[config.mk]
export PLATFORM = sky130hd
export DESIGN_NAME = dec_scan_ctrl
export DESIGN_NICKNAME = d
export VERILOG_FILES = /design/src/rtl/dec_scan_ctrl.sv
export SDC_FILE = /design/constraint.sdc
export NUM_CORES = 1
export LEC_CHECK = 0
export CORE_MARGIN = 2
export CORE_UTILIZATION = 25
export CTS_CLUSTER_SIZE = 14
export DETAILED_ROUTE_END_ITERATION = 7
export GPL_TIMING_DRIVEN = 1
export SYNTH_ARGS = -nofsm -noshare
export SYNTH_HDL_FRONTEND = slang
export SYNTH_SLANG_ARGS = --single-unit
[constraint.sdc]
create_clock -name clk -period 2.8 [get_ports clk]
set_clock_uncertainty 0.1 [all_clocks]
set_input_delay 0.28 -clock clk [delete_from_list [all_inputs] [get_ports clk]]
set_output_delay 0.28 -clock clk [all_outputs]
set_load 0.1 [all_outputs]
[src/rtl/dec_scan_ctrl.sv]
// Select-code sequencer for the 4-to-16 LED decoder: manual, up, down and ping-pong scans.
// All outputs registered (1-cycle latency from start/stop/man_sel); no backpressure, steps run at clk/DIV.
module dec_scan_ctrl #(
  parameter int DIV    = 50_000_000,
  parameter int SWEEPS = 0
) (
  input  logic       clk,
  input  logic       rst,
  input  logic       start,
  input  logic       stop,
  input  logic [1:0] mode,
  input  logic [3:0] man_sel,
  output logic [3:0] sel,
  output logic       busy,
  output logic       tick,
  output logic       wrap,
  output logic       done
);

  localparam int PW = (DIV > 1) ? $clog2(DIV) : 1;
  localparam logic [PW-1:0] PRE_MAX = PW'(DIV - 1);

  typedef enum logic [2:0] {IDLE, MAN, UP, DN, PP_UP, PP_DN} state_t;

  state_t        state, state_nxt;
  logic [PW-1:0] pre, pre_nxt;
  logic [7:0]    sweep_cnt, sweep_nxt, sweep_inc;
  logic [3:0]    sel_nxt;
  logic          busy_nxt, tick_nxt, wrap_nxt, done_nxt;
  logic          step;

  always_ff @(posedge clk) begin
    if (rst) begin
      state     <= IDLE;
      sel       <= 4'd0;
      pre       <= '0;
      sweep_cnt <= 8'd0;
      busy      <= 1'b0;
      tick      <= 1'b0;
      wrap      <= 1'b0;
      done      <= 1'b0;
    end else begin
      state     <= state_nxt;
      sel       <= sel_nxt;
      pre       <= pre_nxt;
      sweep_cnt <= sweep_nxt;
      busy      <= busy_nxt;
      tick      <= tick_nxt;
      wrap      <= wrap_nxt;
      done      <= done_nxt;
    end
  end

  always_comb begin
    state_nxt = state;
    sel_nxt   = sel;
    pre_nxt   = pre;
    sweep_nxt = sweep_cnt;
    tick_nxt  = 1'b0;
    wrap_nxt  = 1'b0;
    done_nxt  = 1'b0;
    step      = (pre == PRE_MAX);
    sweep_inc = (sweep_cnt == 8'hFF) ? sweep_cnt : sweep_cnt + 8'd1;

    case (state)
      IDLE: begin
        pre_nxt   = '0;
        sweep_nxt = 8'd0;
        if (start && !stop) begin
          case (mode)
            2'b00: state_nxt = MAN;
            2'b01: begin state_nxt = UP;    sel_nxt = 4'd0;  end
            2'b10: begin state_nxt = DN;    sel_nxt = 4'd15; end
            default: begin state_nxt = PP_UP; sel_nxt = 4'd0; end
          endcase
        end
      end
      MAN: begin
        if (stop) state_nxt = IDLE;
        else      sel_nxt   = man_sel;
      end
      default: begin
        if (stop) begin
          state_nxt = IDLE;
        end else if (!step) begin
          pre_nxt = pre + 1'b1;
        end else begin
          pre_nxt  = '0;
          tick_nxt = 1'b1;
          case (state)
            UP: begin
              sel_nxt  = sel + 4'd1;
              wrap_nxt = (sel == 4'd15);
            end
            DN: begin
              sel_nxt  = sel - 4'd1;
              wrap_nxt = (sel == 4'd0);
            end
            PP_UP: begin
              // the turnaround tick goes straight to 14 so 15 is shown only once per sweep
              if (sel == 4'd15) begin
                state_nxt = PP_DN;
                sel_nxt   = 4'd14;
              end else begin
                sel_nxt = sel + 4'd1;
              end
            end
            default: begin
              sel_nxt = sel - 4'd1;
              if (sel == 4'd1) begin
                wrap_nxt  = 1'b1;
                state_nxt = PP_UP;
              end
            end
          endcase
          if (wrap_nxt) begin
            sweep_nxt = sweep_inc;
            if (SWEEPS != 0 && int'(sweep_inc) == SWEEPS) begin
              done_nxt  = 1'b1;
              state_nxt = IDLE;
            end
          end
        end
      end
    endcase

    busy_nxt = (state_nxt != IDLE);
  end

endmodule

# Yosys cells after proc, flatten, opt, wreduce, memory -nomap -nowiden
# Cells that the tools add are included.
[op_classes]
muxes = 23
eq_ne = 13
div_mod_pow = 0
addsub = 3
reduce_logical = 12
n_mul = 0
bitwise = 2
n_lt_le_gt_ge = 0
n_shift = 0
[op_table]
columns = ["cell", "n"]
rows = [
  ["$mux W26", 2],
  ["$pmux W26 S2", 1],
  ["$add A26 B1 Y26 const B", 1],
  ["$eq A26 B26 Y1 const B", 1],
  ["$pmux W4 S2", 3],
  ["$mux W4", 5],
  ["$mux W3", 6],
  ["$pmux W3 S2", 2],
  ["$pmux W3 S3", 1],
  ["$eq A3 B2 Y1 const B", 2],
  ["$ne A2 B2 Y1 const B", 3],
  ["$reduce_bool A3 Y1", 2],
  ["$reduce_and A5 Y1", 1],
  ["$reduce_or A5 Y1", 1],
  ["$add A4 B1 Y4 const B", 1],
  ["$eq A4 B1 Y1 const B", 1],
  ["$eq A4 B4 Y1 const B", 1],
  ["$logic_not A4 Y1", 1],
  ["$reduce_or A4 Y1", 1],
  ["$sub A4 B1 Y4 const B", 1],
  ["$eq A3 B1 Y1 const B", 1],
  ["$eq A3 B3 Y1 const B", 1],
  ["$logic_not A3 Y1", 1],
  ["$pmux W1 S3", 1],
  ["other kinds (10)", 12],
]
[totals]
mem_bits_ro = 0
input_bits = 10
reg_bits = 36
output_inout_bits = 8
ramBits = 0
memories = 0
latch_bits = 0

# Depth between registers and ports, before layout
[logic_depth]
ltp_word = 7
ltp_mapped = 8

# Worst setup path after synthesis
# Ideal clock, no wire load.
[synth_timing]
kind = "flip-flop to flip-flop"
from = "register sel[0]"
to = "register sel[3]"
setup_time_ns = 0.071
synth_period_minus_slack_ns = 2.465
arrival_ns = 2.294
slack_ns = 0.335
path_stages_with_launch = 7
t_required_ns = 2.629
path_buffers = 0
path_cell_list = "dfxtp_1 > ha_1 > nand3_1 > a21oi_1 > a2111oi_0 > or4_1 > a21oi_1"
[synth_between]
elab_chain_cells = 6
[synth_rtl]
columns = ["element", "line_no", "rtl"]
rows = [
  ["start, declared", "13", "output logic [3:0] sel,"],
  ["start signal, assigned", "44", "sel <= sel_nxt;"],
  ["$add A4 B1 Y4 or $eq A4 B4 Y1 (tied branches)", "92, 105, 101", ""],
  ["$mux W4", "101", "if (sel == 4'd15) begin"],
  ["$pmux W4 S2 (*)", "90", "case (state)"],
  ["$mux W4 (*)", "85", "end else if (!step) begin"],
  ["$mux W4 (*)", "83", "if (stop) begin"],
  ["$pmux W4 S2 (*)", "65", "case (state)"],
]
# Mark *: on every way between the ends. The rest lies on a longest branch, timed or not. The select of a mux whose other input is x is not followed.
# A chain may end at the register's enable or synchronous reset.

# Final worst setup path
[layout_timing]
from = "register pre[7]"
to = "register sel[1]"
[layout_between]
elab_chain_cells = 3
[layout_rtl]
columns = ["element", "line_no", "rtl"]
rows = [
  ["start, declared", "26", "logic [PW-1:0] pre, pre_nxt;"],
  ["start signal, assigned", "45", "pre <= pre_nxt;"],
  ["$eq A26 B26 Y1", "62", "step = (pre == PRE_MAX);"],
  ["$reduce_bool A3 Y1 (no line)", "n/a", ""],
  ["$reduce_and A5 Y1 (no line)", "n/a", ""],
]
# Every way passes these cells.

==> impl_metrics.env <==
export IMPL_timing_hold_violations_final=0
export IMPL_initial_core_util=0.2592
export IMPL_synth_avg_cell_area_sq_um=7.941
export IMPL_synth_nets=321
export IMPL_synthToLayoutAreaGrowth_pct=16.28
export IMPL_cts_setup_buffers=0
export IMPL_whs_ns=0.3946
export IMPL_antenna_found_initial=0
export IMPL_synth_top_area_frac=0.2995
export IMPL_ant_nets=0
export IMPL_relSlewSlack=0.6426
export IMPL_status="completed"
export IMPL_cts_buffers=5
export IMPL_clock_path_buffers=2
export IMPL_synthFlopType="dfxtp_1"
export IMPL_layout_common_cells="dfxtp_1, nand2_1, nor2_1"
export IMPL_cts_tree="built"
export IMPL_clk_latency_ns=0.30
export IMPL_die_w_microns=102.1
export IMPL_wirelength_microns=6322
export IMPL_ir_drop_uv=197.0
export IMPL_cp_arrival_ns=2.38
export IMPL_hold_buffers=0
export IMPL_cap_violations=0
export IMPL_wl_per_cell_microns=14.21
export IMPL_dieArea_sq_um=10430
export IMPL_cellPowerDensity_nw_per_um2=433.1
export IMPL_seqCellArea_sq_um=720.7
export IMPL_synthArstFlopShare=0
export IMPL_critPathKind="register to register"
export IMPL_rsz0062_at_grt="false"
export IMPL_crit_path_end_kind="register"
export IMPL_cts_resized=0
export IMPL_synth_area_leaders="dfxtp_1, nand2_1, ha_1, nand3_1, a31oi_1"
export IMPL_synth_edf_count=0
export IMPL_clk_pin_slew_ns=0.08
export IMPL_setup_tns_ns=0
export IMPL_placed_area_sq_um=2671
export IMPL_vias=2319
export IMPL_io_pins=18
export IMPL_yosysTopAreaCell="dfxtp_1"
export IMPL_report_final_slew_viol_count=0
export IMPL_coreArea_sq_um=9284
export IMPL_syn_cell_area_sq_um=2406
export IMPL_dp_hpwl_microns=4530
export IMPL_path_max_fanout=11
export IMPL_ys_seq_area_frac=0.2995
export IMPL_ff2ff_path_depth=5
export IMPL_min_path_cells=1
export IMPL_final_common_cell="dfxtp_1"
export IMPL_grt_max_degree=15
export IMPL_hold_path_class="register to register"
export IMPL_fp_dieH_microns=102.1
export IMPL_fill_cells=1009
export IMPL_max_stage_delay_ns=0.56
export IMPL_final_period_utilization=0.8197
export IMPL_final_area_sq_um=2798
export IMPL_drt_pre_antenna_iters=4
export IMPL_crit_path_top_delay_cell="or4_4"
export IMPL_n_antenna_cell=0
export IMPL_cp_start_kind="register"
export IMPL_grt_ovfl_total=0
export IMPL_tightest_slew_ns=0.5320
export IMPL_drc=0
export IMPL_drive_above_1_share=0.1297
export IMPL_track_usage=0.1252
export IMPL_cts_htree_levels=2
export IMPL_root_buffer="clkbuf_8"
export IMPL_critPathTopFamily="simple AND/OR/NAND/NOR gates"
export IMPL_grt_pass1_vias=2134
export IMPL_multi_input_area_sq_um=1523
export IMPL_setup_viol=0
export IMPL_p_leak_nw=0.9878
export IMPL_portBuffers=16
export IMPL_fin_crit_ns=2.295
export IMPL_cts_sinks=36
export IMPL_drtIter0Drc=168
export IMPL_cp_cell_sequence="or4_4, nor4_4, and2_2, o21ai_0, mux2_2"
export IMPL_fmax_mhz=435.7
export IMPL_via_per_inst=5.211
export IMPL_synthCells=303
export IMPL_crit_cells=5
export IMPL_rows=35
export IMPL_yosys_warnings=0
export IMPL_place_gp_congestion=0.8884
export IMPL_grt_pass1_wl_microns=10490
export IMPL_crit_buf_inv=0
export IMPL_required_ns=2.89
export IMPL_ys_ff_latch=36
export IMPL_nets=333
export IMPL_synth_cell_types=65
flip-flops by register name (all words and copies together), names as in the netlist:
name   cells
state      3
wrap       1
tick       1
pre       26
sel        4
busy       1
final timing paths:
path,from,endpoint,slack (ns)
worst max-delay path,pre[7],sel[1],0.50
worst min-delay path,pre[21],pre[21],0.39
worst max register to register,pre[7],sel[1],0.50
worst min register to register,pre[21],pre[21],0.39
area by class of cell:
| class | count | area share |
|---|---|---|
| clock buffer | 7 | 0.03444 |
| clock inverter | 1 | 0.01073 |
| inverter | 11 | 0.01476 |
| multi-input combinational | 234 | 0.5443 |
| sequential | 36 | 0.2576 |
| tap | 129 | 0.05769 |
| timing repair buffer | 27 | 0.08050 |
Yosys cell counts (4+ instances only):
| master | n |
|---|---|
| nand4_1 | 10 |
| and4_1 | 5 |
| dfxtp_1 | 36 |
| nand3_1 | 18 |
| inv_1 | 11 |
| xor2_1 | 5 |
| nor3_1 | 8 |
| xnor2_1 | 6 |
| a211oi_1 | 4 |
| nor4_1 | 6 |
| o21ai_0 | 13 |
| nand2b_1 | 5 |
| clkbuf_1 | 11 |
| or3_1 | 4 |
| and3_1 | 10 |
| nand2_1 | 31 |
| a21oi_1 | 14 |
| nor2_1 | 19 |
| ha_1 | 8 |
| a31oi_1 | 12 |
layer usage:
metal / up-vias / share of wire / global-route usage
met2: 53 / 0.46 / 0.1974
met3: 4 / 0.037 / 0.02052
li1: 1152 / - / -
met5: - / 0 / 0
met4: 0 / 0.012 / 0.04308
met1: 1110 / 0.49 / 0.1737
through the flow:
step | instances | worst slack, ns | power [mW] | util
floorplan | 303 | 0.3351 | 0.6560 | -
global placement | 437 | 0.5361 | 0.7029 | 0.2877
detailed placement | 437 | 0.5169 | 0.7033 | 0.2877
CTS | 445 | 0.5029 | 1.216 | 0.3013
global route | 445 | 0.4305 | 1.252 | 0.3013
finish | 445 | 0.5048 | 1.212 | 0.3013
cells by family (layout without fill, tap and decap cells):
group / count (synthesis) / count (layout) / synth area share
buffers and inverters: 33 / 46 / 0.06968
other: 1 / 1 / 0.001559
XOR/XNOR: 11 / 11 / 0.04004
multiplexers: 2 / 2 / 0.008840
flip-flops: 36 / 36 / 0.2995
AND/OR/NAND/NOR: 137 / 137 / 0.3276
AO/OA/AOI/OAI: 74 / 74 / 0.2070
adder cells (fa/ha/maj): 9 / 9 / 0.04576
power breakdown:
group / leakage [nW] / switching, mW / internal [mW] / total (mW)
logic: 0.633 / 0.105 / 0.0590 / 0.164
clock network: 0.0645 / 0.204 / 0.315 / 0.518
registers: 0.291 / 0.0104 / 0.518 / 0.529
Power figures use the tool's default switching activity.
